<file path="config.mk">
export PLATFORM = sky130hd
export DESIGN_NAME = cache_port_arbiter
export DESIGN_NICKNAME = d
export VERILOG_FILES = /design/src/rtl/cache_arb_pkg.sv /design/src/rtl/cache_arb_rr2.sv /design/src/rtl/cache_port_arbiter.sv
export SDC_FILE = /design/constraint.sdc
export NUM_CORES = 1
export LEC_CHECK = 0
export CAP_MARGIN = 20
export CORE_MARGIN = 2
export CORE_UTILIZATION = 39
export DETAILED_ROUTE_END_ITERATION = 16
export HOLD_SLACK_MARGIN = 0.15
export PLACE_DENSITY_LB_ADDON = 0.12
export SYNTH_ARGS = -nofsm -noshare
export SYNTH_HDL_FRONTEND = slang
export SYNTH_SLANG_ARGS = --single-unit
</file>
<file path="constraint.sdc">
create_clock -name clk -period 7 [get_ports clk]
set_input_delay 1.75 -clock clk [delete_from_list [all_inputs] [get_ports clk]]
set_output_delay 1.75 -clock clk [all_outputs]
set_load 0.05 [all_outputs]
</file>
<file path="src/rtl/cache_arb_pkg.sv">
`default_nettype none
// +----------------------------------------------------------------------+
// | cache_arb_pkg                                                        |
// | Shared types and port identifiers for the cache port arbiter.        |
// | Rev 1.0                                                              |
// +----------------------------------------------------------------------+
package cache_arb_pkg;

  typedef enum logic [0:0] {
    ARB_IDLE   = 1'b0,
    ARB_LOCKED = 1'b1
  } arb_state_t;

  typedef logic port_id_t;

  localparam port_id_t PORT_IF  = 1'b0;
  localparam port_id_t PORT_MEM = 1'b1;

  function automatic port_id_t other_port(input port_id_t id);
    return ~id;
  endfunction

endpackage
`default_nettype wire

</file>
<file path="src/rtl/cache_arb_rr2.sv">
`default_nettype none
// +----------------------------------------------------------------------+
// | cache_arb_rr2                                                        |
// | Two-way round-robin picker: on a tie the port that did not own the   |
// | last acceptance wins.                                                |
// | Rev 1.0                                                              |
// +----------------------------------------------------------------------+
module cache_arb_rr2
  import cache_arb_pkg::*;
(
  input  logic [1:0] req,
  input  port_id_t   last,
  output port_id_t   sel,
  output logic       any
);

  always_comb begin
    any = |req;
    if (&req) begin
      sel = other_port(last);
    end else begin
      sel = req[1];
    end
  end

endmodule
`default_nettype wire

</file>
<file path="src/rtl/cache_port_arbiter.sv">
`default_nettype none
// +----------------------------------------------------------------------+
// | cache_port_arbiter                                                   |
// | Shares one blocking data cache between the fetch and memory ports,   |
// | replaying a missed request from hold registers until it is accepted. |
// | Rev 1.0                                                              |
// +----------------------------------------------------------------------+
module cache_port_arbiter
  import cache_arb_pkg::*;
#(
  parameter int ADDR_W = 32,
  parameter int DATA_W = 32,
  parameter int CNT_W  = 32
) (
  input  logic              clk,
  input  logic              rst,
  input  logic              p0_rd_req,
  input  logic              p0_wr_req,
  input  logic [ADDR_W-1:0] p0_addr,
  input  logic [DATA_W-1:0] p0_wr_data,
  output logic              p0_ready,
  output logic              p0_stall,
  output logic              p0_rd_valid,
  output logic [DATA_W-1:0] p0_rd_data,
  input  logic              p1_rd_req,
  input  logic              p1_wr_req,
  input  logic [ADDR_W-1:0] p1_addr,
  input  logic [DATA_W-1:0] p1_wr_data,
  output logic              p1_ready,
  output logic              p1_stall,
  output logic              p1_rd_valid,
  output logic [DATA_W-1:0] p1_rd_data,
  output logic              c_rd_req,
  output logic              c_wr_req,
  output logic [ADDR_W-1:0] c_addr,
  output logic [DATA_W-1:0] c_wr_data,
  input  logic              c_miss,
  input  logic [DATA_W-1:0] c_rd_data,
  output logic [CNT_W-1:0]  cnt_acc0,
  output logic [CNT_W-1:0]  cnt_acc1,
  output logic [CNT_W-1:0]  cnt_miss
);

  arb_state_t        r_state;
  arb_state_t        w_state_nxt;
  port_id_t          r_last;
  port_id_t          r_lock_id;
  port_id_t          r_rd_id;
  logic              r_rd_pending;
  logic              r_hold_rd;
  logic              r_hold_wr;
  logic [ADDR_W-1:0] r_hold_addr;
  logic [DATA_W-1:0] r_hold_data;
  logic [CNT_W-1:0]  r_cnt_acc0;
  logic [CNT_W-1:0]  r_cnt_acc1;
  logic [CNT_W-1:0]  r_cnt_miss;

  logic [1:0]        w_rd;
  logic [1:0]        w_wr;
  logic [1:0]        w_req;
  logic [1:0]        w_ready;
  logic [1:0]        w_stall;
  logic [1:0]        w_rd_valid;
  port_id_t          w_sel;
  port_id_t          w_owner;
  logic              w_any;
  logic              w_c_rd;
  logic              w_c_wr;
  logic [ADDR_W-1:0] w_c_addr;
  logic [DATA_W-1:0] w_c_data;
  logic              w_accept;
  logic              w_miss_evt;

  assign w_rd  = {p1_rd_req, p0_rd_req};
  assign w_wr  = {p1_wr_req, p0_wr_req};
  assign w_req = w_rd | w_wr;

  cache_arb_rr2 u_rr2 (
    .req  (w_req),
    .last (r_last),
    .sel  (w_sel),
    .any  (w_any)
  );

  // Cache drive is kept apart from c_miss so no loop forms through the cache.
  always_comb begin : p_drive
    w_owner  = w_sel;
    w_c_rd   = 1'b0;
    w_c_wr   = 1'b0;
    w_c_addr = (w_sel == PORT_MEM) ? p1_addr    : p0_addr;
    w_c_data = (w_sel == PORT_MEM) ? p1_wr_data : p0_wr_data;
    if (r_state == ARB_LOCKED) begin
      w_owner  = r_lock_id;
      w_c_rd   = r_hold_rd;
      w_c_wr   = r_hold_wr;
      w_c_addr = r_hold_addr;
      w_c_data = r_hold_data;
    end else if (w_any) begin
      w_c_wr = w_wr[w_sel];
      w_c_rd = w_rd[w_sel] & ~w_wr[w_sel];
    end
    if (rst) begin
      w_c_rd = 1'b0;
      w_c_wr = 1'b0;
    end
  end

  always_comb begin : p_next
    w_state_nxt = r_state;
    w_accept    = 1'b0;
    w_miss_evt  = 1'b0;
    case (r_state)
      ARB_IDLE: begin
        if (w_c_rd | w_c_wr) begin
          if (c_miss) begin
            w_miss_evt  = 1'b1;
            w_state_nxt = ARB_LOCKED;
          end else begin
            w_accept = 1'b1;
          end
        end
      end
      ARB_LOCKED: begin
        if (!c_miss) begin
          w_accept    = 1'b1;
          w_state_nxt = ARB_IDLE;
        end
      end
      default: w_state_nxt = ARB_IDLE;
    endcase
  end

  for (genvar g = 0; g < 2; g++) begin : g_port
    // The locked owner stays stalled even if it withdrew its request.
    assign w_ready[g]    = w_accept && (w_owner == port_id_t'(g));
    assign w_stall[g]    = (r_state == ARB_LOCKED && r_lock_id == port_id_t'(g)) ?
                           !w_accept : (w_req[g] && !w_ready[g] && !rst);
    assign w_rd_valid[g] = r_rd_pending && (r_rd_id == port_id_t'(g));
  end

  always_ff @(posedge clk or posedge rst) begin : p_state
    if (rst) begin
      r_state <= ARB_IDLE;
    end else begin
      r_state <= w_state_nxt;
    end
  end

  always_ff @(posedge clk or posedge rst) begin : p_regs
    if (rst) begin
      r_last       <= PORT_MEM;
      r_lock_id    <= PORT_IF;
      r_rd_id      <= PORT_IF;
      r_rd_pending <= 1'b0;
      r_hold_rd    <= 1'b0;
      r_hold_wr    <= 1'b0;
      r_hold_addr  <= '0;
      r_hold_data  <= '0;
      r_cnt_acc0   <= '0;
      r_cnt_acc1   <= '0;
      r_cnt_miss   <= '0;
    end else begin
      r_rd_pending <= w_accept & w_c_rd;
      if (w_miss_evt) begin
        r_hold_rd   <= w_c_rd;
        r_hold_wr   <= w_c_wr;
        r_hold_addr <= w_c_addr;
        r_hold_data <= w_c_data;
        r_lock_id   <= w_owner;
        r_cnt_miss  <= r_cnt_miss + CNT_W'(1);
      end
      if (w_accept) begin
        r_last <= w_owner;
        if (w_c_rd) begin
          r_rd_id <= w_owner;
        end
        if (w_owner == PORT_IF) begin
          r_cnt_acc0 <= r_cnt_acc0 + CNT_W'(1);
        end else begin
          r_cnt_acc1 <= r_cnt_acc1 + CNT_W'(1);
        end
      end
    end
  end

  assign c_rd_req    = w_c_rd;
  assign c_wr_req    = w_c_wr;
  assign c_addr      = w_c_addr;
  assign c_wr_data   = w_c_data;
  assign p0_ready    = w_ready[PORT_IF];
  assign p1_ready    = w_ready[PORT_MEM];
  assign p0_stall    = w_stall[PORT_IF];
  assign p1_stall    = w_stall[PORT_MEM];
  assign p0_rd_valid = w_rd_valid[PORT_IF];
  assign p1_rd_valid = w_rd_valid[PORT_MEM];
  assign p0_rd_data  = c_rd_data;
  assign p1_rd_data  = c_rd_data;
  assign cnt_acc0    = r_cnt_acc0;
  assign cnt_acc1    = r_cnt_acc1;
  assign cnt_miss    = r_cnt_miss;

endmodule
`default_nettype wire

</file>
# ---- Word-level counts from Yosys, hierarchy flattened
# Cells that the tools add are included.
dict set report word_totals {
  regBits 167
  inputBits 167
  output_inout_bits 232
  word_cells 70
}
dict set report classes {
  n_addsub 3
  n_lt_le_gt_ge 1
  n_mux 25
  n_bitwise 10
  n_reduce_logical 19
}
# cell count
set op_table {}
lappend op_table {{$mux W32} 4}
lappend op_table {{$add A32 B1 Y32 const B} 3}
lappend op_table {{$mux W1} 19}
lappend op_table {{$logic_and A1 B1 Y1} 10}
lappend op_table {{$reduce_and A2 Y1} 4}
lappend op_table {{$not A1 Y1} 6}
lappend op_table {{$logic_not A1 Y1} 4}
lappend op_table {{$pmux W1 S2} 2}
lappend op_table {{$and A1 B1 Y1} 2}
lappend op_table {{$lt A1 B2 Y1 const B} 1}
lappend op_table {{$or A2 B2 Y2} 1}
lappend op_table {{$reduce_or A2 Y1} 1}
lappend op_table {{$or A1 B1 Y1} 1}

# ---- Logic depth before layout (Yosys ltp)
# Gate-level depths: netlist of run 1.
dict set report depth {
  depth_word 18
  ltp_mapped 8
  depth_no_buf 6
}

# ---- Hierarchy
# Synthesis of run 1 repeated with hierarchy kept, for this count alone.
dict set report unflattened {
  cells_unflattened 902
  area_unflattened_um2 9151.3
}
# mod instances cells_each area_each_um2 seq_area_each_um2
set by_module_without_submodules {}
lappend by_module_without_submodules {cache_port_arbiter 1 900 9137.5 4180.3}
lappend by_module_without_submodules {cache_arb_rr2 1 2 13.8 0.0}

# ---- Worst setup path before layout of run 1
# Ideal clock, no wire load.
dict set report synth_path {
  path_kind {input-to-output}
  startpoint {input port p1_rd_req}
  endpoint {output port p0_stall}
  arrival_time_ps 4499
  path_slack_ps 751
  stages 5
  path_buffers 0
  cell_sequence {nand2b_1 a211o_2 o31ai_2 nor2_1 o41ai_1}
}
dict set report synth_via {
  elab_chain_len 18
  word_cells_on_any_way 27
  cone_classes {15 x mux; 5 x bitwise; 7 x reduce/logical}
}
# item line
set synth_rtl {}
lappend synth_rtl {{start: declaration} cache_port_arbiter.sv:25} ;# input logic p1_rd_req,
lappend synth_rtl {{$or A2 B2 Y2} cache_port_arbiter.sv:76} ;# assign w_req = w_rd | w_wr;
lappend synth_rtl {{$reduce_and A2 Y1} cache_arb_rr2.sv:19} ;# if (&req) begin
lappend synth_rtl {{$mux W1} cache_arb_rr2.sv:19}
lappend synth_rtl {{$mux W1 (not written as such) (2 in a row)} {cache_port_arbiter.sv:99, cache_port_arbiter.sv:100}}
lappend synth_rtl {{$not A1 Y1} cache_port_arbiter.sv:100} ;# w_c_rd = w_rd[w_sel] & ~w_wr[w_sel];
lappend synth_rtl {{$and A1 B1 Y1} cache_port_arbiter.sv:100}
lappend synth_rtl {{$mux W1} cache_port_arbiter.sv:98} ;# end else if (w_any) begin
lappend synth_rtl {{$mux W1} cache_port_arbiter.sv:92} ;# if (r_state == ARB_LOCKED) begin
lappend synth_rtl {{$mux W1} cache_port_arbiter.sv:102} ;# if (rst) begin
lappend synth_rtl {{$or A1 B1 Y1} cache_port_arbiter.sv:114} ;# if (w_c_rd | w_c_wr) begin
lappend synth_rtl {{$mux W1} cache_port_arbiter.sv:114}
lappend synth_rtl {{$pmux W1 S2} cache_port_arbiter.sv:112} ;# case (r_state)
lappend synth_rtl {{$logic_and A1 B1 Y1 *} cache_port_arbiter.sv:135} ;# assign w_ready[g] = w_accept && (w_owner == port_id_t'(g));
lappend synth_rtl {{net p0_ready} cache_port_arbiter.sv:21} ;# output logic p0_ready,
lappend synth_rtl {{$logic_not A1 Y1 *} cache_port_arbiter.sv:137} ;# !w_accept : (w_req[g] && !w_ready[g] && !rst);
lappend synth_rtl {{$logic_and A1 B1 Y1 * (2 in a row)} cache_port_arbiter.sv:137}
lappend synth_rtl {{$mux W1 *} cache_port_arbiter.sv:136} ;# assign w_stall[g] = (r_state == ARB_LOCKED && r_lock_id == port_id_t'(g)) ?
lappend synth_rtl {{end: declaration} cache_port_arbiter.sv:22} ;# output logic p0_stall,
# Mark *: on every way through the listed nets, which the timed path passes. The rest lies on a longest branch. The select of a mux whose other input is x is not followed.

# ---- Final worst setup path of run 1
dict set report layout_path {
  startpoint {input port p1_wr_req}
  endpoint {output port c_addr[25]}
}
dict set report layout_via {
  elab_chain_len 5
}
# item line
set layout_rtl {}
lappend layout_rtl {{start: declaration} cache_port_arbiter.sv:26} ;# input logic p1_wr_req,
lappend layout_rtl {{$or A2 B2 Y2 *} cache_port_arbiter.sv:76}
lappend layout_rtl {{$reduce_and A2 Y1} cache_arb_rr2.sv:19}
lappend layout_rtl {{$mux W1 *} cache_arb_rr2.sv:19}
lappend layout_rtl {{$mux W32 *} cache_port_arbiter.sv:90} ;# w_c_addr = (w_sel == PORT_MEM) ? p1_addr : p0_addr;
lappend layout_rtl {{$mux W32 *} cache_port_arbiter.sv:92}
lappend layout_rtl {{end: declaration} cache_port_arbiter.sv:35} ;# output logic [ADDR_W-1:0] c_addr,
# Mark *: on every way between the ends. The rest lies on a longest branch, timed or not.

==> flow_metrics.py, run 1 <==
metrics = {
    "power": {
        "power.switching_uw": 1390,
        "swShare": 0.393,
        "power_frac_clock": 0.269,
        "p_int_uw": 2140,
        "leakagePower_uw": 0.00564,
        "p_per_area_nw_per_um2": 276,
        "ir_worst_vdd_uv": 149,
        "pwr-share-comb": 0.371,
        "seqPwrFrac": 0.359,
        "power_uw": 3530,
    },
    "detailed_routing": {
        "drc": 0,
        "antenna_left": 0,
        "drt_pass1_iterations": 4,
        "routedWlPerCell_um": 17.1,
        "drt-initial-drc-count": 354,
        "vias_per_cell": 4.94,
        "vias": 7296,
        "wl_mm": 25.2,
    },
    "global_routing": {
        "grt_pass1_vias": 7456,
        "grt.total_usage": 0.201,
        "grt_max_degree": 94,
        "grt_overflow": 0,
        "antenna_found_initial": 0,
        "grt_pass1_wl_mm": 40.9,
    },
    "sta": {
        "tightest_slew_ns": 1.04,
        "setup_tns_ns": 0,
        "hold_violations": 0,
        "fmax_mhz": 158,
        "slew-limit-headroom": 0.305,
        "rsz0062_at_grt": "no",
        "min_period_over_period": 0.905,
        "slew_violations": 0,
        "setup_violations": 0,
        "clock_skew_ns": 0.0114,
        "period_minus_slack_ns": 6.33,
    },
    "synth": {
        "ys_warn_count": 0,
        "synth.net_count": 1091,
        "async_flop_share": 1.00,
        "syn_avg_cell_area_um2": 10.2,
        "synth_edf_count": 0,
        "ys_ff_latch": 167,
        "synth_area_um2": 9380,
        "synthFlopType": "dfrtp_1",
        "synth_top_area_share": 0.443,
        "synthCells": 921,
        "ys_top_cells_by_area": "dfrtp_1 44%, nand2_1 7.0%, mux2_2 6.7%, mux2_1 5.5%, xor2_1 5.5%",
        "synth_top_area_cell": "dfrtp_1",
        "synth_seq_area_share": 0.446,
        "synthDistinctLibCells": 59,
    },
    "flow_run": {
        "cap_violations": 0,
    },
    "floorplan": {
        "die_width_um": 159,
        "die_y_um": 159,
        "placementRows": 56,
        "io_pins": 399,
        "die_area_um2": 25300,
        "start_util": 0.398,
        "core_um2": 23500,
    },
    "place": {
        "gp_congestion": 0.773,
        "hpwl_mm": 18.3,
        "numPortBuffers": 302,
        "placed_area_um2": 12200,
    },
    "cts": {
        "cts-buffers-inserted": 17,
        "path_clk_slew_ns": 0.07,
        "cts_root_buf": "clkbuf_16",
        "post_cts.repair.setup_buffers": 0,
        "tritoncts": "yes",
        "postCtsHoldBufs": 0,
        "cts_buffer_depth": 2,
        "cts.sinks": 167,
        "cts.htree.levels": 4,
        "cts_resized": 0,
        "insertion_delay_ns": 0.43,
    },
    "final_layout": {
        "layout_commonest_cell": "clkdlybuf4s50_1",
        "area_growth_pct": 36.5,
        "post_route_cells_drive_above_1_share": 0.112,
        "final_cell_area_um2": 12800,
        "layout.nets": 1313,
        "final_cell_mix": "301 x clkdlybuf4s50_1, 175 x nand2_1, 165 x dfrtp_1, 59 x xor2_1, 56 x mux2_2",
    },
    "min_path": {
        "hold_depth": 1,
        "hold_class": "reg -> reg",
        "worstHoldStart": "cnt_acc0[31]$_DFFE_PP0P_",
    },
    "setup_path": {
        "crit_required_ns": 5.25,
        "crit_type": "in -> out",
        "critPathArrivalTime_ns": 4.58,
        "cp_max_fo": 51,
        "start_kind": "input port",
        "end_kind": "output pin",
        "rr_worst_depth": 5,
        "rr_startpoint": "r_state$_DFF_PP0_",
        "cp-startpoint": "p1_wr_req",
    },
    "outcome": {
        "status": "completed",
    },
}
layer usage:
| layer | wire length (um) | global-route usage | up-vias |
|---|---|---|---|
| met1 | 10900 | 0.257 | 3496 |
| met4 | 387 | 0.0574 | 0 |
| met2 | 12200 | 0.332 | 233 |
| met5 | 0 | 0 | - |
| met3 | 1760 | 0.0583 | 29 |
| li1 | - | - | 3538 |
power groups by stage:
stage / clock network (uW) / logic, uW / registers [uW]
after detailed placement: 0 / 1320 / 1280
final: 950 / 1310 / 1270
after global placement: 0 / 1310 / 1280
after floorplan: 0 / 825 / 1420
after CTS: 980 / 1330 / 1270
after global routing: 1020 / 1390 / 1290
worst max-delay path, stage by stage:
cell             delay [ns]
clkdlybuf4s50_1        0.51
nor2_2                 0.26
or2_4                  0.32
buf_12                 0.32
mux2_1                 0.39
mux2_2                 0.28
clkdlybuf4s50_1        0.70
registers in the layout, summed over array words and instances (netlist names):
name,flops
cnt_acc1,32
r_hold_addr,32
r_state,1
cnt_miss,32
r_hold_rd,1
r_rd_id,1
cnt_acc0,32
r_hold_data,32
r_rd_pending,1
r_last,1
r_lock_id,1
r_hold_wr,1
cells in the mapped netlist (18+ instances only):
library cell  instances
nand4_1              25
nand3_1              23
nor2_1               22
buf_2                18
nand2_1             175
buf_4                67
mux2_2               56
xor2_1               59
mux2i_1              29
mux2_1               46
dfrtp_1             166
nor3_1               37
xnor2_1              34
metrics by stage:
stage | hold WS, ns | util | std cells | setup WS (ns)
floorplan | 0.440 | - | 921 | 0.612
finish | 0.466 | 0.544 | 1476 | 0.667
global placement | 0.452 | 0.518 | 1443 | 0.677
CTS | 0.472 | 0.543 | 1475 | 0.631
detailed placement | 0.458 | 0.518 | 1443 | 0.656
global route | 0.490 | 0.543 | 1475 | 0.538
cell type report:
| cell class | count | area (um^2) |
|---|---|---|
| Antenna cell | 1 | 2.50 |
| Clock buffer | 18 | 429 |
| Clock inverter | 14 | 159 |
| Fill cell | 2184 | 10700 |
| Inverter | 11 | 46.3 |
| Multi-Input combinational cell | 634 | 4460 |
| Sequential cell | 167 | 4180 |
| Tap cell | 319 | 399 |
| Timing Repair Buffer | 312 | 3120 |
path summary, 6_finish.rpt:
path                                                    to  slack, ns
worst max-delay path                            c_addr[25]       0.67
worst min-delay path              cnt_acc0[31]$_DFFE_PP0P_       0.47
worst max register to register     cnt_miss[5]$_DFFE_PP0P_       4.41
worst min register to register    cnt_acc0[31]$_DFFE_PP0P_       0.47
max in group asynchronous       r_hold_data[6]$_DFFE_PP0P_       4.01
min in group asynchronous         cnt_acc0[24]$_DFFE_PP0P_       1.86
logic make-up (layout without fill, tap and decap cells):
| kind of cell | Yosys count | in the layout | share of synthesized area |
|---|---|---|---|
| AOI/OAI and AO/OA | 48 | 48 | 0.0343 |
| xor gates and xnor gates | 93 | 93 | 0.0869 |
| other | 0 | 1 | 0 |
| DFF | 167 | 167 | 0.446 |
| adders and majority gates | 3 | 3 | 0.00400 |
| muxes | 131 | 131 | 0.153 |
| and+or+nand+nor | 359 | 359 | 0.194 |
| buffers and inverters | 120 | 355 | 0.0813 |
Power figures use the tool's default switching activity.
==> run 2: changes to the inputs <==
--- a/config.mk
+++ b/config.mk
@@ -6,7 +6,7 @@
 export NUM_CORES = 1
 export LEC_CHECK = 0
 export CAP_MARGIN = 20
-export CORE_MARGIN = 2
+export CORE_MARGIN = 1
 export CORE_UTILIZATION = 39
 export DETAILED_ROUTE_END_ITERATION = 16
 export HOLD_SLACK_MARGIN = 0.15
==> run 2 against run 1 <==
Effect of this change: highest routed layer is now met5; sequential cell count is the same; global-route usage grew 1.0 points; critical path type unchanged; non-clock buffer count grew 1; sequential power is essentially flat; clock power grew 4.9%; via count grew 0.30%; largest cell class unchanged.
==> flow_metrics.py, run 2 (synthesized netlist as in run 1, its figures left out) <==
metrics = {
    "outcome": {
        "status": "completed",
    },
    "setup_path": {
        "start_kind": "input port",
        "crit_type": "in -> out",
        "crit_required_ns": 5.25,
        "cp_max_fo": 32,
        "end_kind": "output pin",
        "critPathArrivalTime_ns": 4.49,
    },
    "sta": {
        "tightest_slew_ns": 0.946,
        "slew-limit-headroom": 0.369,
        "rsz0062_at_grt": "no",
        "clock_skew_ns": 0.0140,
        "setup_violations": 0,
        "min_period_over_period": 0.891,
        "slew_violations": 0,
        "period_minus_slack_ns": 6.24,
        "hold_violations": 0,
        "fmax_mhz": 160,
        "setup_tns_ns": 0,
    },
    "min_path": {
        "hold_class": "reg -> reg",
    },
    "cts": {
        "insertion_delay_ns": 0.42,
        "cts_buffer_depth": 2,
        "cts_resized": 0,
        "cts_root_buf": "clkbuf_16",
        "postCtsHoldBufs": 0,
        "cts.htree.levels": 4,
        "tritoncts": "yes",
        "path_clk_slew_ns": 0.07,
        "cts.sinks": 167,
        "cts-buffers-inserted": 17,
        "post_cts.repair.setup_buffers": 0,
    },
    "global_routing": {
        "grt_overflow": 0,
        "grt_max_degree": 72,
        "antenna_found_initial": 3,
        "grt_pass1_vias": 7273,
        "grt.total_usage": 0.211,
        "grt_pass1_wl_mm": 40.1,
    },
    "final_layout": {
        "post_route_cells_drive_above_1_share": 0.113,
        "final_cell_area_um2": 12900,
        "layout_commonest_cell": "clkdlybuf4s50_1",
        "final_cell_mix": "301 x clkdlybuf4s50_1, 175 x nand2_1, 165 x dfrtp_1, 59 x xor2_1, 56 x mux2_2",
        "stdcell_count": 1478,
        "layout.nets": 1314,
        "register_area_um2": 4180,
        "final_core_util": 0.546,
        "filler_cell_count": 2133,
        "multi_input_area_um2": 4460,
        "area_growth_pct": 37.1,
    },
    "detailed_routing": {
        "drc": 0,
        "wl_mm": 25.5,
        "vias": 7318,
        "routedWlPerCell_um": 17.2,
        "antenna_left": 0,
        "drt-initial-drc-count": 301,
        "vias_per_cell": 4.95,
        "drt_pass1_iterations": 8,
    },
    "floorplan": {
        "core_um2": 23500,
        "start_util": 0.398,
        "placementRows": 56,
        "die_area_um2": 24700,
        "io_pins": 399,
        "die_y_um": 157,
        "die_width_um": 157,
    },
    "power": {
        "leakagePower_uw": 0.00568,
        "p_per_area_nw_per_um2": 278,
        "ir_worst_vdd_uv": 134,
        "power_uw": 3580,
    },
    "place": {
        "gp_congestion": 0.796,
        "numPortBuffers": 302,
        "placed_cells_incl_taps": 1444,
        "placed_area_um2": 12200,
        "hpwl_mm": 18.4,
    },
    "flow_run": {
        "cap_violations": 0,
    },
}
-- run 2: critical path, cell delays in order --
cell and delay [ns]:
clkdlybuf4s50_1 0.50, nor2_2 0.27, or2_4 0.31, buf_12 0.27, mux2_1 0.37, mux2_2 0.28
clkdlybuf4s50_1 0.71
-- run 2: path summary, 6_finish.rpt --
| path | start | end | slack (ns) | cells after the start |
|---|---|---|---|---|
| hold reg to reg | cnt_acc0[31]$_DFFE_PP0P_ | cnt_acc0[31]$_DFFE_PP0P_ | 0.47 | 1 |
| min in group asynchronous | rst | cnt_acc0[23]$_DFFE_PP0P_ | 1.82 | 3 |
| setup / recovery | p1_wr_req | c_wr_data[20] | 0.76 | 7 |
| setup reg to reg | r_state$_DFF_PP0_ | cnt_acc0[26]$_DFFE_PP0P_ | 3.98 | 6 |
| hold / removal | cnt_acc0[31]$_DFFE_PP0P_ | cnt_acc0[31]$_DFFE_PP0P_ | 0.47 | 1 |
| max in group asynchronous | rst | r_hold_addr[30]$_DFFE_PP0P_ | 3.87 | 4 |
-- run 2: area by class of cell --
| cell class | instances | area share |
|---|---|---|
| Clock inverter | 14 | 0.0145 |
| Sequential cell | 167 | 0.325 |
| Multi-Input combinational cell | 634 | 0.347 |
| Inverter | 11 | 0.00360 |
| Clock buffer | 18 | 0.0342 |
| Timing Repair Buffer | 313 | 0.244 |
| Antenna cell | 2 | 0.000389 |
| Tap cell | 319 | 0.0310 |
-- run 2: layer usage --
| layer | GRT usage | vias to the layer above | part of all wire |
|---|---|---|---|
| met5 | 0 | - | 0.00051 |
| li1 | - | 3543 | - |
| met4 | 0.0564 | 2 | 0.0066 |
| met3 | 0.0721 | 19 | 0.082 |
| met1 | 0.265 | 3521 | 0.43 |
| met2 | 0.345 | 233 | 0.48 |
-- run 2: through the flow --
stage,hold WS (ns),setup WS [ns]
6_report,0.473,0.760
5_1_grt,0.487,0.650
4_1_cts,0.477,0.745
3_5_place_dp,0.459,0.761
3_3_place_gp,0.454,0.790
2_1_floorplan,0.440,0.612
-- run 2: power breakdown --
group,internal (uW),switching [uW]
Clock,556,441
Combinational,507,801
Sequential,1130,141
Total,2190,1380
